File: src/rtl/ex_stage.sv
// Execute stage: forwarding muxes, single-cycle ALU, EX/MEM pipeline register.
// Define MUL_EN to add a 33-stall-cycle shift-add multiplier for op 9.
module ex_stage (
  input  logic        clk,
  input  logic        rst_n,
  input  logic [31:0] id_rs1_val,
  input  logic [31:0] id_rs2_val,
  input  logic [31:0] id_imm,
  input  logic        id_alu_src,
  input  logic [3:0]  id_alu_op,
  input  logic [4:0]  id_rd,
  input  logic        id_reg_write,
  input  logic        id_mem_read,
  input  logic        id_mem_write,
  input  logic        id_valid,
  input  logic [1:0]  forward_a,
  input  logic [1:0]  forward_b,
  input  logic [31:0] ex_mem_fwd_data,
  input  logic [31:0] mem_wb_fwd_data,
  input  logic        flush,
  output logic [31:0] ex_mem_alu_result,
  output logic [31:0] ex_mem_store_data,
  output logic [4:0]  ex_mem_rd,
  output logic        ex_mem_reg_write,
  output logic        ex_mem_mem_read,
  output logic        ex_mem_mem_write,
  output logic        ex_mem_valid,
  output logic        ex_stall
);

  localparam logic [3:0] OpAdd = 4'd0;
  localparam logic [3:0] OpSub = 4'd1;
  localparam logic [3:0] OpAnd = 4'd2;
  localparam logic [3:0] OpOr  = 4'd3;
  localparam logic [3:0] OpXor = 4'd4;
  localparam logic [3:0] OpSlt = 4'd5;
  localparam logic [3:0] OpSll = 4'd6;
  localparam logic [3:0] OpSrl = 4'd7;
  localparam logic [3:0] OpSra = 4'd8;
`ifdef MUL_EN
  localparam logic [3:0] OpMul = 4'd9;
`endif

  logic [31:0] w_op_a;
  logic [31:0] w_fwd_b;
  logic [31:0] w_op_b;
  logic [31:0] w_alu_res;
  logic [31:0] w_result;
  logic        w_stall_raw;

  // Code 2'b11 is unused by the hazard unit and falls back to the register file.
  always_comb begin
    case (forward_a)
      2'b01:   w_op_a = mem_wb_fwd_data;
      2'b10:   w_op_a = ex_mem_fwd_data;
      default: w_op_a = id_rs1_val;
    endcase
  end

  always_comb begin
    case (forward_b)
      2'b01:   w_fwd_b = mem_wb_fwd_data;
      2'b10:   w_fwd_b = ex_mem_fwd_data;
      default: w_fwd_b = id_rs2_val;
    endcase
  end

  assign w_op_b = id_alu_src ? id_imm : w_fwd_b;

  always_comb begin
    w_alu_res = 32'd0;
    case (id_alu_op)
      OpAdd:   w_alu_res = w_op_a + w_op_b;
      OpSub:   w_alu_res = w_op_a - w_op_b;
      OpAnd:   w_alu_res = w_op_a & w_op_b;
      OpOr:    w_alu_res = w_op_a | w_op_b;
      OpXor:   w_alu_res = w_op_a ^ w_op_b;
      OpSlt:   w_alu_res = {31'd0, $signed(w_op_a) < $signed(w_op_b)};
      OpSll:   w_alu_res = w_op_a << w_op_b[4:0];
      OpSrl:   w_alu_res = w_op_a >> w_op_b[4:0];
      OpSra:   w_alu_res = $unsigned($signed(w_op_a) >>> w_op_b[4:0]);
      default: w_alu_res = 32'd0;
    endcase
  end

`ifdef MUL_EN
  typedef enum logic [1:0] {StIdle, StBusy, StDone} mul_state_e;

  mul_state_e  r_state;
  logic [4:0]  r_cnt;
  logic [31:0] r_mcand;
  logic [31:0] r_mplier;
  logic [31:0] r_prod;
  logic        w_mul_issue;

  assign w_mul_issue = (r_state == StIdle) && id_valid && (id_alu_op == OpMul);

  always_ff @(posedge clk or negedge rst_n) begin
    if (!rst_n) begin
      r_state  <= StIdle;
      r_cnt    <= 5'd0;
      r_mcand  <= 32'd0;
      r_mplier <= 32'd0;
      r_prod   <= 32'd0;
    end else if (flush) begin
      r_state <= StIdle;
    end else begin
      case (r_state)
        StIdle: begin
          if (w_mul_issue) begin
            r_mcand  <= w_op_a;
            r_mplier <= w_fwd_b;
            r_prod   <= 32'd0;
            r_cnt    <= 5'd0;
            r_state  <= StBusy;
          end
        end
        StBusy: begin
          if (r_mplier[0]) r_prod <= r_prod + r_mcand;
          r_mcand  <= r_mcand << 1;
          r_mplier <= r_mplier >> 1;
          r_cnt    <= r_cnt + 5'd1;
          if (r_cnt == 5'd31) r_state <= StDone;
        end
        StDone:  r_state <= StIdle;
        default: r_state <= StIdle;
      endcase
    end
  end

  assign w_stall_raw = (r_state == StBusy) || w_mul_issue;
  // The ID/EX fields are still held from issue, so only the result is swapped in.
  assign w_result    = (r_state == StDone) ? r_prod : w_alu_res;
`else
  assign w_stall_raw = 1'b0;
  assign w_result    = w_alu_res;
`endif

  assign ex_stall = rst_n & ~flush & w_stall_raw;

  always_ff @(posedge clk or negedge rst_n) begin
    if (!rst_n) begin
      ex_mem_alu_result <= 32'd0;
      ex_mem_store_data <= 32'd0;
      ex_mem_rd         <= 5'd0;
      ex_mem_reg_write  <= 1'b0;
      ex_mem_mem_read   <= 1'b0;
      ex_mem_mem_write  <= 1'b0;
      ex_mem_valid      <= 1'b0;
    end else if (flush || ex_stall || !id_valid) begin
      ex_mem_alu_result <= 32'd0;
      ex_mem_store_data <= 32'd0;
      ex_mem_rd         <= 5'd0;
      ex_mem_reg_write  <= 1'b0;
      ex_mem_mem_read   <= 1'b0;
      ex_mem_mem_write  <= 1'b0;
      ex_mem_valid      <= 1'b0;
    end else begin
      ex_mem_alu_result <= w_result;
      ex_mem_store_data <= w_fwd_b;
      ex_mem_rd         <= id_rd;
      ex_mem_reg_write  <= id_reg_write;
      ex_mem_mem_read   <= id_mem_read;
      ex_mem_mem_write  <= id_mem_write;
      ex_mem_valid      <= 1'b1;
    end
  end

endmodule

File: config.mk
export PLATFORM = sky130hd
export DESIGN_NAME = ex_stage
export DESIGN_NICKNAME = d
export VERILOG_FILES = /design/src/rtl/ex_stage.sv
export SDC_FILE = /design/constraint.sdc
export NUM_CORES = 1
export LEC_CHECK = 0
export CELL_PAD_IN_SITES_DETAIL_PLACEMENT = 1
export CELL_PAD_IN_SITES_GLOBAL_PLACEMENT = 1
export CORE_MARGIN = 1
export CORE_UTILIZATION = 34
export CTS_CLUSTER_SIZE = 8
export DETAILED_ROUTE_END_ITERATION = 12
export GPL_TIMING_DRIVEN = 0
export PLACE_DENSITY_LB_ADDON = 0.3
export SYNTH_ARGS = -nofsm -noshare
export SYNTH_HDL_FRONTEND = slang
export SYNTH_SLANG_ARGS = --single-unit
File: constraint.sdc
create_clock -name clk -period 0.8 [get_ports clk]
set_clock_uncertainty 0.05 [all_clocks]
set_input_delay 0.08 -clock clk [delete_from_list [all_inputs] [get_ports clk]]
set_output_delay 0.08 -clock clk [all_outputs]
set_load 0.05 [all_outputs]
Word-level counts from Yosys, hierarchy flattened

Index checks and enable logic that the tools add are counted.

Flip-flop bits (word level): 73
Input port bits: 181
Logic and storage cells: 42

Add/sub/neg operators: 2
Magnitude comparators: 1
Equal/unequal tests: 12
Shifts and indexed selects: 3
Multiplexer cells: 11
Bitwise operators: 3
Reductions and logical operators: 3

Operators with widths:

| cell                                           | count |
|---|---|
| one-hot mux 32 bit (9 select lines)            | 1 |
| one-hot mux 32 bit (2 select lines)            | 2 |
| 2-to-1 mux 32 bit                              | 3 |
| adder 32 bit                                   | 1 |
| bitwise AND 32 bit                             | 1 |
| < comparator 32 bit                            | 1 |
| bitwise OR 32 bit                              | 1 |
| << shifter 32 x 5 -> 32 bit                    | 1 |
| >> shifter 32 x 5 -> 32 bit                    | 1 |
| >>> shifter 32 x 5 -> 32 bit                   | 1 |
| subtractor 32 bit                              | 1 |
| XOR 32 bit                                     | 1 |
| == test 4 x 3 -> 1 bit (second input constant) | 4 |
| == test 4 x 2 -> 1 bit (second input constant) | 2 |
| 2-to-1 mux 5 bit                               | 1 |
| == test 2 x 1 -> 1 bit (second input constant) | 2 |
| == test 2 bit (second input constant)          | 2 |
| == test 4 x 1 -> 1 bit (second input constant) | 1 |
| == test 4 bit (second input constant)          | 1 |
| logical NOT 4 bit                              | 1 |
| 2-to-1 mux 1 bit                               | 4 |
| logical NOT 1 bit                              | 1 |
| logical OR 1 bit                               | 1 |

Longest topological paths before layout

Gate-level depths: netlist of the first run.

Depth in word-level cells: 6
Mapped depth: 21
Depth with buffers taken out: 18

Worst setup path after synthesis of the first run

No wires, ideal clock.

Path type: input -> register
From: input port forward_b[0]
To: register ex_mem_alu_result[31]
Setup time: 136 ps
Arrival time: 3996 ps
Data required time: 614 ps
Slack: -3382 ps
Stages: 19
Path through: inv_1 ha_1 clkbuf_1 a221oi_1 o31a_1 buf_2 buf_1 clkbuf_1 ha_1 clkbuf_1 o2111ai_1 a31o_2 a21oi_1 o311a_1 o31ai_1 a31oi_1 o311a_1 nor3_1 a21oi_1

Longest elaborated chain between the ends: 6
Elaborated cells between the ends (all ways): 14

RTL lines:

| what                                                           | RTL line | RTL |
|---|---|---|
| from (decl)                                                    | 17       | `input logic [1:0] forward_b,` |
| == test 2 bit / == test 2 x 1 -> 1 bit (equally long branches) | 61       | `case (forward_b)` |
| one-hot mux 32 bit (2 select lines) (*)                        | 61       |  |
| 2-to-1 mux 32 bit (*)                                          | 68       | `assign w_op_b = id_alu_src ? id_imm : w_fwd_b;` |
| subtractor 32 bit, or another cell as far along                | 74       | `OpSub: w_alu_res = w_op_a - w_op_b;` |
| one-hot mux 32 bit (9 select lines) (*)                        | 72       | `case (id_alu_op)` |
| 2-to-1 mux 32 bit (*)                                          | 150      | `end else if (flush \|\| ex_stall \|\| !id_valid) begin` |
| to (signal assigned)                                           | 159      | `ex_mem_alu_result <= w_result;` |
| to (decl)                                                      | 21       | `output logic [31:0] ex_mem_alu_result,` |

Mark *: on every way between the ends. The rest lies on a longest branch, timed or not.

Worst setup path in the final report of the first run

From: input port ex_mem_fwd_data[3]
To: register ex_mem_alu_result[28]

Longest elaborated chain between the ends: 5
Elaborated cells between the ends (all ways): 10

RTL lines:

| what                                            | RTL line | RTL |
|---|---|---|
| from (decl)                                     | 18       | `input logic [31:0] ex_mem_fwd_data,` |
| one-hot mux 32 bit (2 select lines)             | 61       |  |
| 2-to-1 mux 32 bit                               | 68       |  |
| subtractor 32 bit, or another cell as far along | 74       |  |
| one-hot mux 32 bit (9 select lines) (*)         | 72       |  |
| 2-to-1 mux 32 bit (*)                           | 150      |  |

Marks and branches as above.

==> results of run 1 <==
[layout make-up]
type	count	area, µm²
buffer	123	1170
inverter	108	438
tap	455	569
multi-input combinational	1408	11000
timing repair buffer	369	3630
fill	4070	15500
sequential	73	1830
clock buffer	11	243
antenna	5	12.5
clock inverter	5	55.1
[power groups by stage]
stage | Sequential [mW] | Clock [mW] | Combinational (mW)
6_report | 3.95 | 4.33 | 22.6
5_1_grt | 3.95 | 4.49 | 23.1
4_1_cts | 3.92 | 4.35 | 19.0
3_5_place_dp | 3.98 | 0 | 16.7
3_3_place_gp | 3.98 | 0 | 16.6
2_1_floorplan | 4.58 | 0 | 9.60
[synthesized netlist by cell type (20+ instances only)]
master | number | share of area (%)
a221oi_1 | 21 | 1.6
buf_2 | 26 | 1.1
xnor2_1 | 25 | 1.8
o21ai_1 | 30 | 1.3
nand2_1 | 230 | 7.3
a31oi_1 | 31 | 1.6
a21oi_1 | 122 | 5.2
nor3_1 | 40 | 1.7
a211oi_1 | 20 | 1.3
nand3_1 | 26 | 1.1
a221o_1 | 33 | 2.8
ha_1 | 101 | 11
mux2i_1 | 117 | 9.9
nor2_1 | 168 | 5.3
o22ai_1 | 27 | 1.4
a22oi_1 | 47 | 3.0
clkbuf_1 | 81 | 2.6
o21ai_0 | 165 | 7.0
inv_1 | 103 | 3.3
dfrtp_1 | 73 | 15
[critical path: stages]
cell and delay, ns:
clkdlybuf4s50_1 0.49, a22oi_2 0.30, a221o_1 0.23, buf_6 0.17, inv_2 0.07, clkbuf_8 0.14
buf_6 0.15, ha_4 0.20, o311a_1 0.35, o41a_1 0.43, a211o_1 0.36, buf_6 0.14
a21oi_4 0.13, buf_6 0.14, o21ai_4 0.09, nor4_2 0.19, nor3_2 0.09, xnor2_1 0.25
o21ai_1 0.13
[state kept, by name (all words and copies together) (netlist names)]
signal,flops
ex_mem_rd,5
ex_mem_alu_result,32
ex_mem_mem_write,1
ex_mem_mem_read,1
ex_mem_reg_write,1
ex_mem_valid,1
ex_mem_store_data,32
[cells in the final DEF (no fill, tap or decap), drive strengths merged, types with 27 or more instances in the layout]
master and count:
clkdlybuf4s50 165, clkbuf 74, a31oi 31, dfrtp 73, buf 236, nor3 40, ha 101, o21ai 195
a22oi 47, a221o 33, a21oi 123, nor2 168, inv 105, o22ai 27, nand2 230, mux2i 117
[logic make-up (layout without fill, tap and decap cells)]
kind of cell | Yosys count | after routing
xor+xnor | 29 | 29
compound gates | 616 | 616
flops | 73 | 73
simple gates | 541 | 541
fa+ha+maj | 103 | 103
other cells | 1 | 6
mux | 118 | 118
buf+inv | 240 | 616
[per-stage QoR]
step / setup TNS, ns / area (µm²)
finish: -119.22 / 18900
CTS: -167.97 / 17400
global route: -121.45 / 18900
floorplan: -89.46 / 12300
global placement: -442.95 / 15400
detailed placement: -220.81 / 15500
[what timing repair did]
action,CTS,global route
setup buffers,53,61
endpoints found under the hold margin,73,73
pin swaps,64,80
gates resized for setup,383,575
setup endpoints to repair,146,146
cloned,1,2
[metal layers]
metal	global-route usage (%)	vias up	part of all wire [%]
met2	67.0	1397	41
li1	-	7003	-
met1	56.2	8497	37
met5	0	-	0.027
met4	32.3	4	9.0
met3	14.7	412	13
[how the worst max path moves through the flow]
stage                       startpoint                              end  slack, ns  depth (start not counted)
global route              forward_b[0]  ex_mem_alu_result[28]$_DFF_PN0_      -3.20                         22
CTS                      id_rs2_val[0]  ex_mem_alu_result[16]$_DFF_PN0_      -3.16                         18
floorplan                 forward_b[0]  ex_mem_alu_result[16]$_DFF_PN0_      -2.81                         19
detailed placement        forward_b[0]  ex_mem_alu_result[31]$_DFF_PN0_      -4.84                         21
finish              ex_mem_fwd_data[3]  ex_mem_alu_result[28]$_DFF_PN0_      -3.19                         19
global placement          forward_a[0]  ex_mem_alu_result[31]$_DFF_PN0_      -4.85                         16
==> metrics, run 1 <==
layout cells sized above 1=28.2%; Worst-Margin Slew=1.40 ns; placed instance count=2431; #FFs+latches synth=73; area delta synth->final=59.8%; global-route wire length before repair=117000 µm; Antenna Nets Post-Route=0; Place WS=-4.84 ns; Net Sw Frac=52.5%; vias in the first global route=16700; residual DRC count=0; Die X=189 µm; die area=35600 µm²; WP data arrival=4.16 ns; RSZ-0062 raised after global routing=true; Compound-Gate Fraction of Synth Area=33.6%; Top Ports=255; largest net degree at the start of global routing=50; fin cells=2557; Final period util=499%; post-synthesis adder-cell area fraction=11.0%; Starting Density=34.4%; CTS tree=yes; worst vdd ir=0.00119 V; H-tree level count=3; total grt overflow=0; Peak Freq=251 MHz; routability congestion estimate=1.08; Post-Syn Area per Cell=6.89 µm²; routed vias/inst=6.77; violated checks=hold timing, setup timing; Mapped Cells=1721; Clk pwr share=14.0%; Power Total=30.9 mW; DPL Wire Length=63200 µm; Mapped Nets=2005; async set or reset register ratio after synthesis=100%; CP required=0.97 ns; Die H=189 µm; DRT Pass-1 Iters=8; PwrDens=1630 nW/µm²; Crit. End Element=flip-flop; multiplexer share of the synthesized area=9.98%; gr usage total=45.7%; clock root cell=clkbuf_16; wire length after detailed routing=87800 µm; largest family of logic cells by synthesized area=compound AO/OA/AOI/OAI gates; Power Internal=14.7 mW; Rel. slew slack=5.88%; PortBufs=253; initial DRC count=1972; status=finished, violations left; yosys warns=0; crit-path max FO=10; Num CTS Buffers=9; prevailing post-synth register cell=dfrtp_1; CTS Buffer Depth=2; WS Path Type=in -> reg; initial antenna violation count=8; drt wl/cell=34.3 µm; EDFF count, synth=0; Final nets=2376; CTS clk-pin slew, worst paths=0.06 ns; Netlist cell types=75; Fin. Hold Viols=73; FP Rows=68; leakage=7.91 nW; fin util=55.0%; Net Sw Power=16.2 mW; Comb power frac=73.2%; max_cap viols=0; final worst slack=-3.19 ns; sequential area share after synthesis=15.4%; Min Hold Slack=-0.459 ns; Synth Area in XOR/XNOR=2.14%; sequential power share=12.8%; Tmin final=3.99 ns; HP Class=in -> async; Pins Over Slew Limit=0; Synth Area in Simple Gates=19.6%; core area=34500 µm²; startpoint types=input pin; final setup vio count=143; total clock sinks=73; total number of vias=17300; synthesized area=11900 µm²
No activity file was read; power rests on OpenSTA's default activity.
==> inputs of run 2 (changes only) <==
CAP_MARGIN = 0   (was unset)
CTS_CLUSTER_SIZE = 12   (was 8)
==> results of run 2 <==
Final layout, timing and power as in run 1 (identical DEF).
==> inputs of run 3 (changes only) <==
==> constraint.sdc (replaced) <==
create_clock -name clk -period 0.8 [get_ports clk]
set_clock_uncertainty 0.05 [all_clocks]
set_input_delay 0.24 -clock clk [delete_from_list [all_inputs] [get_ports clk]]
set_output_delay 0.24 -clock clk [all_outputs]
set_load 0.01 [all_outputs]
==> run 3 against run 2 <==
  * The flow still finishes with violations (hold timing, setup timing)
  * Critical path type unchanged
  * Count of clock-buffer cells in the layout shrank 2
  * Clock power grew 18%
  * Design area grew 2.7%
  * Power grew 5.2%
==> metrics, run 3 (synthesized netlist as in run 1, its figures left out) <==
status=finished, violations left; violated checks=hold timing, setup timing; die area=35600 µm²; layout cells sized above 1=31.8%; H-tree level count=3; Fin. Hold Viols=26; clock root cell=clkbuf_16; Critical Path Slowest Stage Cell=o41a_1; final worst slack=-3.54 ns; fin cells=2600; buffers and inverters on the worst path=8; total grt overflow=0; sequence of cells on the critical path=buf_12 -> inv_12 -> ha_4 -> buf_12 -> a221o_1 -> o211a_1 -> buf_6 -> buf_12 -> ha_4 -> inv_2 -> fa_2 -> nor2_4 -> o311a_1 -> o41a_1 -> a211o_1 -> buf_6 -> a21oi_4 -> buf_6 -> o311ai_4 -> a21oi_2 -> xnor2_1 -> nand2_1 -> a31oi_2; Min Hold Slack=-0.304 ns; Starting Density=34.4%; crit-path max cell delay=0.41 ns; HP Class=in -> async; residual DRC count=0; largest net degree at the start of global routing=48; initial DRC count=1808; worst vdd ir=0.00184 V; DPL Wire Length=63900 µm; routability congestion estimate=1.06; CTS Buffer Depth=2; Num CTS Buffers=9; WS Path Type=in -> reg; family with the most delay on the worst path=compound AO/OA/AOI/OAI gates; leakage=8.21 nW; total number of vias=17600; global-route wire length before repair=121000 µm; routed vias/inst=6.77; PortBufs=253; total clock sinks=73; Peak Freq=230 MHz; max_cap viols=0; placed instance count=2430; top flop regs=ex_mem_alu_result (32), ex_mem_store_data (32), ex_mem_rd (5); wire length after detailed routing=91700 µm; initial antenna violation count=5; CTS tree=yes; Die X=189 µm; CP required=1.05 ns; final setup vio count=146; vias in the first global route=17100; Power Total=32.5 mW; Pins Over Slew Limit=0; Final Cell Area=19400 µm²; fin util=56.4%; startpoint types=input pin; Final nets=2421; Antenna Nets Post-Route=0; Die H=189 µm; commonest non-fill, non-tap cell in the layout=nand2_1; CTS clk-pin slew, worst paths=0.09 ns; PwrDens=1670 nW/µm²; gr usage total=47.2%; dpl cell area=15500 µm²; Worst-Margin Slew=1.45 ns; commonest non-fill, non-tap cells in the layout=nand2_1, clkdlybuf4s50_1, nor2_1; RSZ-0062 raised after global routing=true; Tmin final=4.34 ns; drt wl/cell=35.3 µm; FP Rows=68; Final period util=543%; Top Ports=255; Rel. slew slack=2.52%; Crit. End Element=flip-flop; DRT Pass-1 Iters=5; area delta synth->final=64.1%; crit-path max FO=4; WP data arrival=4.59 ns; core area=34500 µm²
==> run 3: changes by cell type in the layout (fill, tap and decap cells not counted), moves of 6 or more <==
cell and change:
buf_4 +20, buf_6 -37, o21ai_2 +12, clkbuf_2 +52, clkdlybuf4s15_2 -17, mux2i_2 +6, o21ai_1 -11, mux2i_4 +6
buf_2 +16, buf_12 +8, mux2i_1 -12
==> run 3: final timing paths <==
kind,slack (ns),cells past startpoint,from,to
max,-3.54,23,forward_b[0],ex_mem_alu_result[24]$_DFF_PN0_
min,-0.30,1,rst_n,ex_mem_alu_result[10]$_DFF_PN0_
max in group asynchronous,0.38,2,rst_n,ex_mem_store_data[2]$_DFF_PN0_
min in group clk,0.33,4,id_valid,ex_mem_store_data[1]$_DFF_PN0_
==> run 3: area by class of cell <==
cell class                      count  area [µm²]
Sequential cell                    73        1830
Timing Repair Buffer              415        3770
Antenna cell                        3        7.51
Clock inverter                      7         101
Multi-Input combinational cell   1408       11300
Fill cell                        4023       15000
Tap cell                          455         569
Clock buffer                        9         225
Buffer                            122        1210
Inverter                          108         448
==> run 3: metal layers <==
metal	global-route usage [%]	routed length, µm	vias up
met5	0	0	-
met4	34.9	8300	0
met3	13.1	10700	452
met2	73.4	39900	1476
met1	55.4	32800	8602
li1	-	-	7083
==> run 3: timing repair <==
item | CTS | global route
setup endpoints to repair | 146 | 146
endpoints found under the hold margin | 26 | 26
gates resized for setup | 499 | 360
setup buffers | 78 | 85
gates cloned | 4 | 0
pin swaps | 88 | 136
==> run 3: report_power, final <==
part	total (mW)	switching, mW	internal [mW]
Sequential	3.93	0.0729	3.86
Clock	5.09	2.32	2.77
Combinational	23.5	14.3	9.21
==> run 3: stage by stage <==
step                setup TNS (ns)  setup slack (ns)
global placement           -450.11             -4.93
floorplan                   -99.70             -2.97
detailed placement         -219.64             -4.95
CTS                        -160.13             -3.47
global route               -151.88             -3.58
finish                     -148.75             -3.54
